**config.mk**
```make
export PLATFORM = sky130hd
export DESIGN_NAME = mem_access_unit_flat
export DESIGN_NICKNAME = d
export VERILOG_FILES = /design/src/rtl/mem_pkg.sv /design/src/rtl/mem_access_unit_if.sv /design/src/rtl/mem_lane_fmt.sv /design/src/rtl/mem_access_unit.sv /design/src/flat_wrapper.sv
export SDC_FILE = /design/constraint.sdc
export NUM_CORES = 1
export LEC_CHECK = 0
export ABC_AREA = 0
export ABC_CLOCK_PERIOD_IN_PS = 4200
export CELL_PAD_IN_SITES_DETAIL_PLACEMENT = 1
export CELL_PAD_IN_SITES_GLOBAL_PLACEMENT = 1
export CORE_ASPECT_RATIO = 1.2
export CORE_MARGIN = 2
export CORE_UTILIZATION = 32
export CTS_BUF_LIST = sky130_fd_sc_hd__clkbuf_2
export CTS_CLUSTER_DIAMETER = 120
export DETAILED_ROUTE_END_ITERATION = 10
export HOLD_SLACK_MARGIN = 0.12
export PLACE_DENSITY = 0.83
export SYNTH_ARGS = -nofsm -noshare
export SYNTH_HDL_FRONTEND = slang
export SYNTH_SLANG_ARGS = --single-unit
```
**constraint.sdc**
```tcl
create_clock -name clk -period 4.2 [get_ports clk]
set_clock_uncertainty 0.1 [all_clocks]
set_input_delay 0.84 -clock clk [delete_from_list [all_inputs] [get_ports clk]]
set_output_delay 0.84 -clock clk [all_outputs]
set_load 0.05 [all_outputs]
```
**src/rtl/mem_pkg.sv**
```systemverilog
// rtl/mem_pkg.sv - shared encodings for the load/store stage
package mem_pkg;

  localparam logic [1:0] SZ_B = 2'd0;
  localparam logic [1:0] SZ_H = 2'd1;
  localparam logic [1:0] SZ_W = 2'd2;
  localparam logic [1:0] SZ_D = 2'd3;

  localparam logic [1:0] EXC_NONE     = 2'd0;
  localparam logic [1:0] EXC_MISALIGN = 2'd1;
  localparam logic [1:0] EXC_BUSERR   = 2'd2;
  localparam logic [1:0] EXC_TIMEOUT  = 2'd3;

  localparam logic MEMREQ_READ  = 1'b0;
  localparam logic MEMREQ_WRITE = 1'b1;

  typedef enum logic [1:0] {
    ST_IDLE = 2'd0,
    ST_REQ  = 2'd1,
    ST_RESP = 2'd2,
    ST_DONE = 2'd3
  } mem_state_e;

  // Natural alignment; a doubleword also faults on a 32-bit datapath.
  function automatic logic addr_misaligned(input logic [1:0] size,
                                           input logic [2:0] addr_lo,
                                           input logic       xlen64);
    logic bad;
    case (size)
      SZ_B:    bad = 1'b0;
      SZ_H:    bad = addr_lo[0];
      SZ_W:    bad = |addr_lo[1:0];
      default: bad = (|addr_lo) || !xlen64;
    endcase
    return bad;
  endfunction

endpackage

```
**src/rtl/mem_access_unit_if.sv**
```systemverilog
// rtl/mem_access_unit_if.sv - op, result and data-bus signals of the load/store stage
interface mem_access_unit_if #(
  parameter int XLEN  = 32,
  parameter int TAG_W = 5
);
  logic              in_valid;
  logic              in_ready;
  logic              in_is_load;
  logic              in_is_store;
  logic [1:0]        in_size;
  logic              in_unsigned;
  logic [XLEN-1:0]   in_addr;
  logic [XLEN-1:0]   in_wdata;
  logic [TAG_W-1:0]  in_tag;

  logic              out_valid;
  logic              out_ready;
  logic [XLEN-1:0]   out_result;
  logic [TAG_W-1:0]  out_tag;
  logic              out_exc;
  logic [1:0]        out_exc_code;

  logic              bus_req_valid;
  logic              bus_req_ready;
  logic              bus_mode;
  logic [XLEN-1:0]   bus_addr;
  logic [XLEN-1:0]   bus_wdata;
  logic [XLEN/8-1:0] bus_wstrb;
  logic              bus_resp_valid;
  logic [XLEN-1:0]   bus_resp_data;
  logic              bus_resp_err;

  modport slave (
    input  in_valid, in_is_load, in_is_store, in_size, in_unsigned, in_addr, in_wdata, in_tag,
    input  out_ready, bus_req_ready, bus_resp_valid, bus_resp_data, bus_resp_err,
    output in_ready, out_valid, out_result, out_tag, out_exc, out_exc_code,
    output bus_req_valid, bus_mode, bus_addr, bus_wdata, bus_wstrb
  );

  modport master (
    output in_valid, in_is_load, in_is_store, in_size, in_unsigned, in_addr, in_wdata, in_tag,
    output out_ready, bus_req_ready, bus_resp_valid, bus_resp_data, bus_resp_err,
    input  in_ready, out_valid, out_result, out_tag, out_exc, out_exc_code,
    input  bus_req_valid, bus_mode, bus_addr, bus_wdata, bus_wstrb
  );

endinterface

```
**src/rtl/mem_lane_fmt.sv**
```systemverilog
// rtl/mem_lane_fmt.sv - store lane/strobe placement and load field extract/extend
module mem_lane_fmt
  import mem_pkg::*;
#(
  parameter  int XLEN  = 32,
  localparam int NB    = XLEN / 8,
  localparam int OFF_W = $clog2(NB)
) (
  input  logic [1:0]       st_size,
  input  logic [OFF_W-1:0] st_off,
  input  logic [XLEN-1:0]  st_src,
  output logic [XLEN-1:0]  st_data,
  output logic [NB-1:0]    st_strb,
  input  logic [1:0]       ld_size,
  input  logic [OFF_W-1:0] ld_off,
  input  logic             ld_unsigned,
  input  logic [XLEN-1:0]  ld_raw,
  output logic [XLEN-1:0]  ld_data
);

  function automatic logic [NB-1:0] size_lanes(input logic [1:0] size);
    logic [NB-1:0] m;
    m = '0;
    for (int i = 0; i < NB; i++) begin
      if (i < (1 << size)) m[i] = 1'b1;
    end
    return m;
  endfunction

  logic [NB-1:0]   ld_lanes;
  logic [XLEN-1:0] st_shift;
  logic [XLEN-1:0] ld_shift;
  logic [XLEN-1:0] ld_mask;
  logic            ld_sign;

  always_comb begin
    st_strb  = size_lanes(st_size) << st_off;
    st_shift = st_src << {st_off, 3'b000};
    ld_shift = ld_raw >> {ld_off, 3'b000};
    ld_lanes = size_lanes(ld_size);
    st_data  = '0;
    ld_mask  = '0;
    // Lanes outside the strobe go out as zero so the bus never sees stale rs2 bytes.
    for (int i = 0; i < NB; i++) begin
      st_data[8*i +: 8] = st_strb[i] ? st_shift[8*i +: 8] : 8'h00;
      ld_mask[8*i +: 8] = {8{ld_lanes[i]}};
    end
    case (ld_size)
      SZ_B:    ld_sign = ld_shift[7];
      SZ_H:    ld_sign = ld_shift[15];
      SZ_W:    ld_sign = ld_shift[31];
      default: ld_sign = ld_shift[XLEN-1];
    endcase
    ld_data = (ld_shift & ld_mask) | ((ld_sign && !ld_unsigned) ? ~ld_mask : '0);
  end

endmodule

```
**src/rtl/mem_access_unit.sv**
```systemverilog
// rtl/mem_access_unit.sv - load/store stage issuing one aligned bus word per op
module mem_access_unit
  import mem_pkg::*;
#(
  parameter int XLEN    = 32,
  parameter int TAG_W   = 5,
  parameter int TIMEOUT = 255
) (
  input logic              clk,
  input logic              rst,
  mem_access_unit_if.slave io
);

  localparam int NB    = XLEN / 8;
  localparam int OFF_W = $clog2(NB);
  localparam int TMO_W = (TIMEOUT < 2) ? 1 : $clog2(TIMEOUT + 1);

  mem_state_e       state;
  mem_state_e       state_nxt;

  logic             op_load;
  logic             op_unsigned;
  logic [1:0]       op_size;
  logic [OFF_W-1:0] op_off;
  logic [TAG_W-1:0] tag_q;
  logic [TMO_W-1:0] tmo_cnt;
  logic [XLEN-1:0]  bus_addr_q;
  logic [XLEN-1:0]  bus_wdata_q;
  logic [NB-1:0]    bus_wstrb_q;
  logic             bus_mode_q;
  logic [XLEN-1:0]  out_result_q;
  logic [1:0]       exc_code_q;

  logic             accept;
  logic             is_mem;
  logic             misaligned;
  logic             tmo_hit;
  logic             resp_take;
  logic             tmo_take;
  logic [XLEN-1:0]  st_data;
  logic [NB-1:0]    st_strb;
  logic [XLEN-1:0]  ld_data;

  mem_lane_fmt #(.XLEN(XLEN)) u_lane_fmt (
    .st_size     (io.in_size),
    .st_off      (io.in_addr[OFF_W-1:0]),
    .st_src      (io.in_wdata),
    .st_data     (st_data),
    .st_strb     (st_strb),
    .ld_size     (op_size),
    .ld_off      (op_off),
    .ld_unsigned (op_unsigned),
    .ld_raw      (io.bus_resp_data),
    .ld_data     (ld_data)
  );

  assign accept     = io.in_valid && (state == ST_IDLE);
  assign is_mem     = io.in_is_load || io.in_is_store;
  assign misaligned = addr_misaligned(io.in_size, io.in_addr[2:0], XLEN == 64);
  // ">=" keeps the limit effective if the request is taken on the limit cycle.
  assign tmo_hit    = (TIMEOUT != 0) && (tmo_cnt >= TMO_W'(TIMEOUT - 1));
  assign resp_take  = (state == ST_RESP) && io.bus_resp_valid;
  assign tmo_take   = tmo_hit && (((state == ST_REQ) && !io.bus_req_ready) ||
                                  ((state == ST_RESP) && !io.bus_resp_valid));

  always_ff @(posedge clk or posedge rst) begin
    if (rst) state <= ST_IDLE;
    else     state <= state_nxt;
  end

  always_comb begin
    state_nxt = state;
    case (state)
      ST_IDLE: if (accept) state_nxt = (is_mem && !misaligned) ? ST_REQ : ST_DONE;
      ST_REQ: begin
        if (io.bus_req_ready) state_nxt = ST_RESP;
        else if (tmo_take)    state_nxt = ST_DONE;
      end
      ST_RESP: if (resp_take || tmo_take) state_nxt = ST_DONE;
      ST_DONE: if (io.out_ready) state_nxt = ST_IDLE;
      default: state_nxt = ST_IDLE;
    endcase
  end

  always_comb begin
    io.in_ready      = (state == ST_IDLE);
    io.out_valid     = (state == ST_DONE);
    io.bus_req_valid = (state == ST_REQ);
    io.out_exc       = (state == ST_DONE) && (exc_code_q != EXC_NONE);
    io.out_exc_code  = exc_code_q;
    io.out_result    = out_result_q;
    io.out_tag       = tag_q;
    io.bus_mode      = bus_mode_q;
    io.bus_addr      = bus_addr_q;
    io.bus_wdata     = bus_wdata_q;
    io.bus_wstrb     = bus_wstrb_q;
  end

  always_ff @(posedge clk or posedge rst) begin
    if (rst) begin
      op_load      <= 1'b0;
      op_unsigned  <= 1'b0;
      op_size      <= SZ_B;
      op_off       <= '0;
      tag_q        <= '0;
      tmo_cnt      <= '0;
      bus_addr_q   <= '0;
      bus_wdata_q  <= '0;
      bus_wstrb_q  <= '0;
      bus_mode_q   <= MEMREQ_READ;
      out_result_q <= '0;
      exc_code_q   <= EXC_NONE;
    end else if (accept) begin
      op_load      <= io.in_is_load;
      op_unsigned  <= io.in_unsigned;
      op_size      <= io.in_size;
      op_off       <= io.in_addr[OFF_W-1:0];
      tag_q        <= io.in_tag;
      tmo_cnt      <= '0;
      out_result_q <= '0;
      exc_code_q   <= (is_mem && misaligned) ? EXC_MISALIGN : EXC_NONE;
      if (is_mem && !misaligned) begin
        bus_mode_q  <= io.in_is_store ? MEMREQ_WRITE : MEMREQ_READ;
        bus_addr_q  <= io.in_addr & ~XLEN'(NB - 1);
        bus_wdata_q <= io.in_is_store ? st_data : '0;
        bus_wstrb_q <= io.in_is_store ? st_strb : '0;
      end
    end else if ((state == ST_REQ) || (state == ST_RESP)) begin
      tmo_cnt <= tmo_cnt + TMO_W'(1);
      if (resp_take) begin
        exc_code_q   <= io.bus_resp_err ? EXC_BUSERR : EXC_NONE;
        out_result_q <= (op_load && !io.bus_resp_err) ? ld_data : '0;
      end else if (tmo_take) begin
        exc_code_q   <= EXC_TIMEOUT;
        out_result_q <= '0;
      end
    end
  end

endmodule
```
**src/flat_wrapper.sv**
```systemverilog
// flat-port wrapper written by rule: the top's interface ports become plain ports
module mem_access_unit_flat import mem_pkg::*;
#(
  parameter int XLEN    = 32,
  parameter int TAG_W   = 5,
  parameter int TIMEOUT = 255
)
  (clk, rst, io_in_valid, io_in_is_load, io_in_is_store, io_in_size, io_in_unsigned, io_in_addr, io_in_wdata, io_in_tag, io_out_ready, io_bus_req_ready, io_bus_resp_valid, io_bus_resp_data, io_bus_resp_err, io_in_ready, io_out_valid, io_out_result, io_out_tag, io_out_exc, io_out_exc_code, io_bus_req_valid, io_bus_mode, io_bus_addr, io_bus_wdata, io_bus_wstrb);
  mem_access_unit_if #(.XLEN(XLEN), .TAG_W(TAG_W)) io_i ();
  input logic clk;
  input logic rst;
  input wire logic [$bits(io_i.in_valid)-1:0] io_in_valid;
  input wire logic [$bits(io_i.in_is_load)-1:0] io_in_is_load;
  input wire logic [$bits(io_i.in_is_store)-1:0] io_in_is_store;
  input wire logic [$bits(io_i.in_size)-1:0] io_in_size;
  input wire logic [$bits(io_i.in_unsigned)-1:0] io_in_unsigned;
  input wire logic [$bits(io_i.in_addr)-1:0] io_in_addr;
  input wire logic [$bits(io_i.in_wdata)-1:0] io_in_wdata;
  input wire logic [$bits(io_i.in_tag)-1:0] io_in_tag;
  input wire logic [$bits(io_i.out_ready)-1:0] io_out_ready;
  input wire logic [$bits(io_i.bus_req_ready)-1:0] io_bus_req_ready;
  input wire logic [$bits(io_i.bus_resp_valid)-1:0] io_bus_resp_valid;
  input wire logic [$bits(io_i.bus_resp_data)-1:0] io_bus_resp_data;
  input wire logic [$bits(io_i.bus_resp_err)-1:0] io_bus_resp_err;
  output wire logic [$bits(io_i.in_ready)-1:0] io_in_ready;
  output wire logic [$bits(io_i.out_valid)-1:0] io_out_valid;
  output wire logic [$bits(io_i.out_result)-1:0] io_out_result;
  output wire logic [$bits(io_i.out_tag)-1:0] io_out_tag;
  output wire logic [$bits(io_i.out_exc)-1:0] io_out_exc;
  output wire logic [$bits(io_i.out_exc_code)-1:0] io_out_exc_code;
  output wire logic [$bits(io_i.bus_req_valid)-1:0] io_bus_req_valid;
  output wire logic [$bits(io_i.bus_mode)-1:0] io_bus_mode;
  output wire logic [$bits(io_i.bus_addr)-1:0] io_bus_addr;
  output wire logic [$bits(io_i.bus_wdata)-1:0] io_bus_wdata;
  output wire logic [$bits(io_i.bus_wstrb)-1:0] io_bus_wstrb;
  assign io_i.in_valid = io_in_valid;
  assign io_i.in_is_load = io_in_is_load;
  assign io_i.in_is_store = io_in_is_store;
  assign io_i.in_size = io_in_size;
  assign io_i.in_unsigned = io_in_unsigned;
  assign io_i.in_addr = io_in_addr;
  assign io_i.in_wdata = io_in_wdata;
  assign io_i.in_tag = io_in_tag;
  assign io_i.out_ready = io_out_ready;
  assign io_i.bus_req_ready = io_bus_req_ready;
  assign io_i.bus_resp_valid = io_bus_resp_valid;
  assign io_i.bus_resp_data = io_bus_resp_data;
  assign io_i.bus_resp_err = io_bus_resp_err;
  assign io_in_ready = io_i.in_ready;
  assign io_out_valid = io_i.out_valid;
  assign io_out_result = io_i.out_result;
  assign io_out_tag = io_i.out_tag;
  assign io_out_exc = io_i.out_exc;
  assign io_out_exc_code = io_i.out_exc_code;
  assign io_bus_req_valid = io_i.bus_req_valid;
  assign io_bus_mode = io_i.bus_mode;
  assign io_bus_addr = io_i.bus_addr;
  assign io_bus_wdata = io_i.bus_wdata;
  assign io_bus_wstrb = io_i.bus_wstrb;
  mem_access_unit #(.XLEN(XLEN), .TAG_W(TAG_W), .TIMEOUT(TIMEOUT)) u_core (.clk(clk), .rst(rst), .io(io_i));
endmodule
```
; ---- Word-level counts from Yosys, hierarchy flattened
; Cells that the tools add are included.
[op_classes]
n_addsub = 1
multipliers = 0
div_mod_pow = 0
n_lt_le_gt_ge = 9
eq_ne = 10
n_shift = 5
mux = 37
bitwise_logic = 3
reduce_logical = 29
[ops]
columns = op, count
row1 = 2-to-1 mux 32 bit, 7
row2 = less-than comparator 3 x 32 -> 1 bit (first input constant), 4
row3 = less-than comparator 1 x 32 -> 1 bit (first input constant), 2
row4 = less-than comparator 2 x 32 -> 1 bit (first input constant), 2
row5 = << shifter 1 x 2 -> 32 bit (first input constant), 2
row6 = 2-to-1 mux 8 bit, 6
row7 = bitwise AND 32 bit, 1
row8 = inverter 32 bit, 1
row9 = bitwise OR 32 bit, 1
row10 = << shifter 32 x 5 -> 32 bit, 1
row11 = right shift 32 x 5 -> 32 bit, 1
row12 = 2-to-1 mux 2 bit, 10
row13 = logical AND 1 bit, 10
row14 = 2-to-1 mux 1 bit, 10
row15 = adder 8 x 1 -> 8 bit (second input constant), 1
row16 = greater-or-equal comparator 8 bit (second input constant), 1
row17 = case mux 2 bit (4 select lines), 1
row18 = == test 2 x 1 -> 1 bit (second input constant), 3
row19 = == test 2 bit (second input constant), 3
row20 = logical NOT 2 bit, 3
row21 = logical NOT 1 bit, 5
row22 = logical OR 1 bit, 4
row23 = 2-to-1 mux 4 bit, 1
row24 = != test 2 bit (second input constant), 2
row25 = other kinds (10), 12
[totals]
register_bits = 122
latch_bits = 0
ram_bits = 0
mem_bits_ro = 0
in_bits = 113
out_inout_bits = 112
word_cells = 107
mem_count = 0

; ---- Depth between registers and ports, before layout
[depth]
depth_word = 10
depth_mapped = 9
mapped_depth_nobuf = 6

; ---- Cells and area by module
; Synthesis repeated with hierarchy kept, for this count alone.
[unflattened]
hier_cells = 620
hier_area_um2 = 6409.9
[by_module_without_submodules]
columns = module, n_inst, cells_per_inst, area_per_inst_um2, seq_area_each_um2
row1 = mem_access_unit, 1, 428, 5041.1, 3052.9
row2 = mem_lane_fmt, 1, 192, 1368.8, 0.0

; ---- Worst setup path after synthesis
; OpenSTA, ideal clock, no wires.
[synth_timing]
path_type = register -> register
start = register u_core.state[0]
end = register u_core.out_result_q[10] (netlist: u_core.io.out_result[10])
setup_time_ns = 0.092
t_arrival_ns = 2.325
required_time_ns = 4.008
slack_ns = 1.684
stages_incl_launch_ff = 10
n_path_buf = 3
synth_period_minus_slack_ns = 2.516
path_cell_list = dfrtp_1 -> inv_1 -> ha_1 -> and2_4 -> buf_6 -> or4b_4 -> buf_6 -> a21o_1 -> buf_6 -> o31ai_2
[synth_between]
elab_cells_between_ends = 16
cone_classes = 2 x eq/ne / 3 x mux / 11 x reduce/logical
[synth_rtl]
columns = element, line_no
row1 = start: declaration, mem_access_unit.sv:18  ; mem_state_e state;
row2 = start signal: assignment, mem_access_unit.sv:68  ; else state <= state_nxt;
row3 = logical NOT 2 bit (*), n/a
row4 = named net io_in_ready, flat_wrapper.sv:25  ; output wire logic [$bits(io_i.in_ready)-1:0] io_in_ready;
row5 = logical AND 1 bit (*), mem_access_unit.sv:57  ; assign accept = io.in_valid && (state == ST_IDLE);
row6 = nonzero test 3 bit (no source line) or nonzero test 2 bit (tied branches), n/a
row7 = AND reduction 2 bit (no source line), n/a
row8 = end signal: assignment, mem_access_unit.sv:132  ; out_result_q <= (op_load && !io.bus_resp_err) ? ld_data : '0;
row9 = end: declaration, mem_access_unit.sv:31  ; logic [XLEN-1:0] out_result_q;
; Mark *: on every way through the listed nets, which the timed path passes. The rest lies on a longest branch. The select of a mux whose other input is x is not followed.
; A chain may end at the register's enable or synchronous reset.

; ---- Worst setup path in the final report
[layout_timing]
start = register u_core.state[0]
end = output port io_in_ready
[layout_between]
elab_chain_len = 1
[layout_lines]
columns = element, line_no
row1 = logical NOT 2 bit, mem_access_unit.sv:86  ; io.in_ready = (state == ST_IDLE);
row2 = end: declaration, flat_wrapper.sv:25
; No other way between the ends.

==> flow_metrics.py <==
metrics = {
    "finish": {
        "num-nets-final": 875,
        "syn2layout_area_growth_pct": 43.3,
        "stdcell_count": 1030,
        "fill_cells": 2133,
        "n_antenna_cell": 0,
        "final_util": 0.465,
        "drive_above_1_share": 0.152,
    },
    "routing": {
        "vias": 5327,
        "drt_iter0_markers": 229,
        "drc": 0,
        "first_pass_iters": 4,
        "vias_per_cell": 5.17,
        "wl_per_cell_um": 20.0,
        "drtAntennaViolNets": 0,
        "routed_wl_mm": 20.6,
    },
    "sta": {
        "clock.fmax_mhz": 297,
        "worst_slew_pin_slew_ns": 0.952,
        "slew_headroom": 0.365,
        "final.setup.tns_ns": 0,
        "final-setup-viol-count": 0,
        "slew_violations": 0,
        "finalCritPeriodShare": 0.803,
        "grt_setup_unrepaired": "false",
        "hold_viol": 0,
        "period_minus_slack_ns": 3.37,
    },
    "critical_path": {
        "slowest_delay_ns": 0.86,
        "cp-end-kind": "primary output",
        "path_max_fanout": 7,
        "worstPathArrival_ns": 2.43,
        "crit_required_ns": 3.26,
        "timing.rr.end": "u_core.io.out_result[23]",
        "r2r-start": "u_core.op_off[1]",
        "reg2reg_depth": 5,
        "cp_slowest_cell": "clkdlybuf4s50_1",
        "rrSetupSlack_ns": 1.20,
        "criticalPathCategory": "flop to primary output",
        "cp_cell_sequence": "inv_1 -> ha_1 -> clkdlybuf4s50_1",
        "start_kind": "flop",
    },
    "hold_path": {
        "hp-start": "io_in_addr[0]",
        "whs_path_depth": 3,
        "hold_end": "u_core.op_off[0]",
        "hold_class": "primary input to flop",
    },
    "pwr": {
        "powerDensity_nw_per_um2": 714,
        "power_leakage_nw": 3.86,
        "p_sw_frac": 0.490,
        "clkPwrFrac": 0.147,
        "netSwitchingPower_w": 0.00316,
        "p_comb_frac": 0.562,
        "internal-power_w": 0.00329,
        "vdd_drop_max_uv": 303,
        "seqPwrFrac": 0.291,
    },
    "placed_design": {
        "port_buffers": 222,
        "gp_congestion": 0.780,
        "dpl.cell_count": 998,
        "hpwl_mm": 15.0,
    },
    "global_route": {
        "grt_usage": 0.200,
        "grt_pass1_vias": 5934,
        "overflow": 0,
        "grt_max_degree": 67,
        "antenna_found_initial": 0,
        "grt_pass1_wl_mm": 32.7,
    },
    "yosys": {
        "synthArstFlopShare": 1.00,
        "syn_inst": 553,
        "postSynthAreaPerCell_um2": 11.4,
        "ys_ff_latch": 122,
        "syn_area_um2": 6300,
        "synth_flop_cell": "dfrtp_1",
        "synth_cell_types": 52,
        "yosysWarnings": 0,
        "ys_seq_area_frac": 0.485,
        "synth_edf_count": 0,
    },
    "cts": {
        "cts_buffer_depth": 2,
        "post-cts-setup-buffer-count": 0,
        "htreeDepth": 4,
        "numCtsBuffers": 17,
        "cts_tree": "yes",
        "hold_buffers": 0,
        "path_clk_slew_ns": 0.20,
        "clock_sinks": 122,
        "post_cts_resized": 0,
        "cts_root_buf": "clkbuf_2",
        "insertion_delay_ns": 0.67,
    },
    "floorplan": {
        "core_um2": 19400,
        "initial_core_util": 0.325,
        "dieWidth_um": 132,
        "die_area_um2": 20800,
        "ios": 225,
        "die_y_um": 158,
        "std_cell_rows": 56,
    },
    "flow_run": {
        "drv_cap": 0,
    },
    "status": {
        "status": "complete, no violations",
    },
}
layout make-up:
cell class	instances	area, um2	share of cell area
repair buffers	232	2320	0.257
inverters	8	32.5	0.00360
well taps	261	327	0.0362
clock inverters	15	223	0.0247
multi-input cells	375	2990	0.331
clock buffers	17	85.1	0.00943
flip-flops and latches	122	3050	0.338
synth_stat cells, types with 4 or more instances:
master / count / area (um2)
a211o_1: 9 / 78.8
a211oi_1: 16 / 120
a21boi_0: 8 / 60.1
a21o_1: 4 / 30.0
a221oi_1: 7 / 61.3
a22o_1: 17 / 149
a32o_1: 8 / 80.1
buf_2: 9 / 45.0
buf_4: 6 / 45.0
buf_6: 5 / 56.3
clkbuf_1: 27 / 101
dfrtp_1: 122 / 3050
ha_1: 6 / 75.1
inv_1: 7 / 26.3
mux2_1: 6 / 67.6
mux2_2: 41 / 462
mux2i_1: 27 / 270
nand2_1: 63 / 236
nor2_1: 18 / 67.6
nor2b_1: 21 / 131
o211ai_1: 27 / 203
o21a_1: 11 / 82.6
o21ai_0: 22 / 110
o31ai_2: 8 / 100
o41ai_2: 16 / 260
xor2_1: 6 / 52.6
metal layers:
layer	up-vias	part of all wire	GRT usage	wire length (um)
met5	-	0	0	0
met4	0	0.016	0.0564	337
met3	25	0.072	0.0653	1490
met2	189	0.51	0.358	10500
met1	2664	0.40	0.230	8230
li1	2449	-	-	-
cell usage in the layout, fill, tap and decap left out, types with 16 or more instances in the layout:
cell type | synthesis | routed
a211oi_1 | 16 | 16
a22o_1 | 17 | 17
clkbuf_2 | 0 | 17
clkdlybuf4s50_1 | 0 | 221
dfrtp_1 | 122 | 122
mux2_2 | 41 | 41
mux2i_1 | 27 | 27
nand2_1 | 63 | 63
nor2_1 | 18 | 18
nor2b_1 | 21 | 21
o211ai_1 | 27 | 27
o21ai_0 | 22 | 22
o41ai_2 | 16 | 16
sequential cells by signal (all words and copies together) (netlist names):
name and count:
u_core.tmo_cnt 8, u_core.io.bus_wstrb 4, u_core.op_size 2, u_core.state 2, u_core.op_load 1, u_core.io.bus_mode 1
u_core.io.out_exc_code 2, u_core.io.out_tag 5, u_core.op_off 2, u_core.io.out_result 32, u_core.io.bus_addr 30, u_core.io.bus_wdata 32
u_core.op_unsigned 1
kinds of logic (layout without fill, tap and decap cells):
family	count (synthesis)	after routing	share of synthesized area
multiplexers	75	75	0.130
AND/OR/NAND/NOR	118	118	0.0894
adder cells (fa/ha/maj)	6	6	0.0119
other	1	2	0.000595
AO/OA/AOI/OAI	166	166	0.227
XOR/XNOR	8	8	0.0111
flip-flops	122	122	0.485
buffers and inverters	57	272	0.0453
power by group through the flow:
stage / sequential [W] / clock [W] / combinational (W)
floorplan: 0.00297 / 0 / 0.00135
global placement: 0.00187 / 0 / 0.00359
detailed placement: 0.00190 / 0 / 0.00365
CTS: 0.00188 / 0.000980 / 0.00366
global route: 0.00193 / 0.00104 / 0.00382
finish: 0.00187 / 0.000947 / 0.00362
how the worst max path moves through the flow:
stage | startpoint | end | cells after the start
after floorplan | rst | u_core.io.bus_addr[10] | 1
after global placement | io_in_size[0] | u_core.io.bus_wdata[0] | 5
after detailed placement | io_in_size[0] | u_core.io.bus_wdata[3] | 5
after CTS | u_core.state[0] | io_in_ready | 3
after global routing | u_core.state[1] | io_in_ready | 3
final | u_core.state[0] | io_in_ready | 3
worst max-delay path: cells and delay by family (launching register included):
kind | cells | cell delay, ns
buffers and inverters | 2 | 0.98
flip-flops | 1 | 0.46
adder cells (fa/ha/maj) | 1 | 0.32
per-stage QoR:
stage | hold WS [ns] | cell area [um2] | setup slack, ns | power (W)
floorplan | 0.331 | 6300 | 0.0175 | 0.00431
global placement | 0.349 | 8720 | 0.922 | 0.00546
detailed placement | 0.363 | 8720 | 0.787 | 0.00554
CTS | 0.268 | 9020 | 0.723 | 0.00652
global route | 0.240 | 9020 | 0.639 | 0.00679
finish | 0.342 | 9020 | 0.829 | 0.00644
Power figures use the tool's default switching activity.
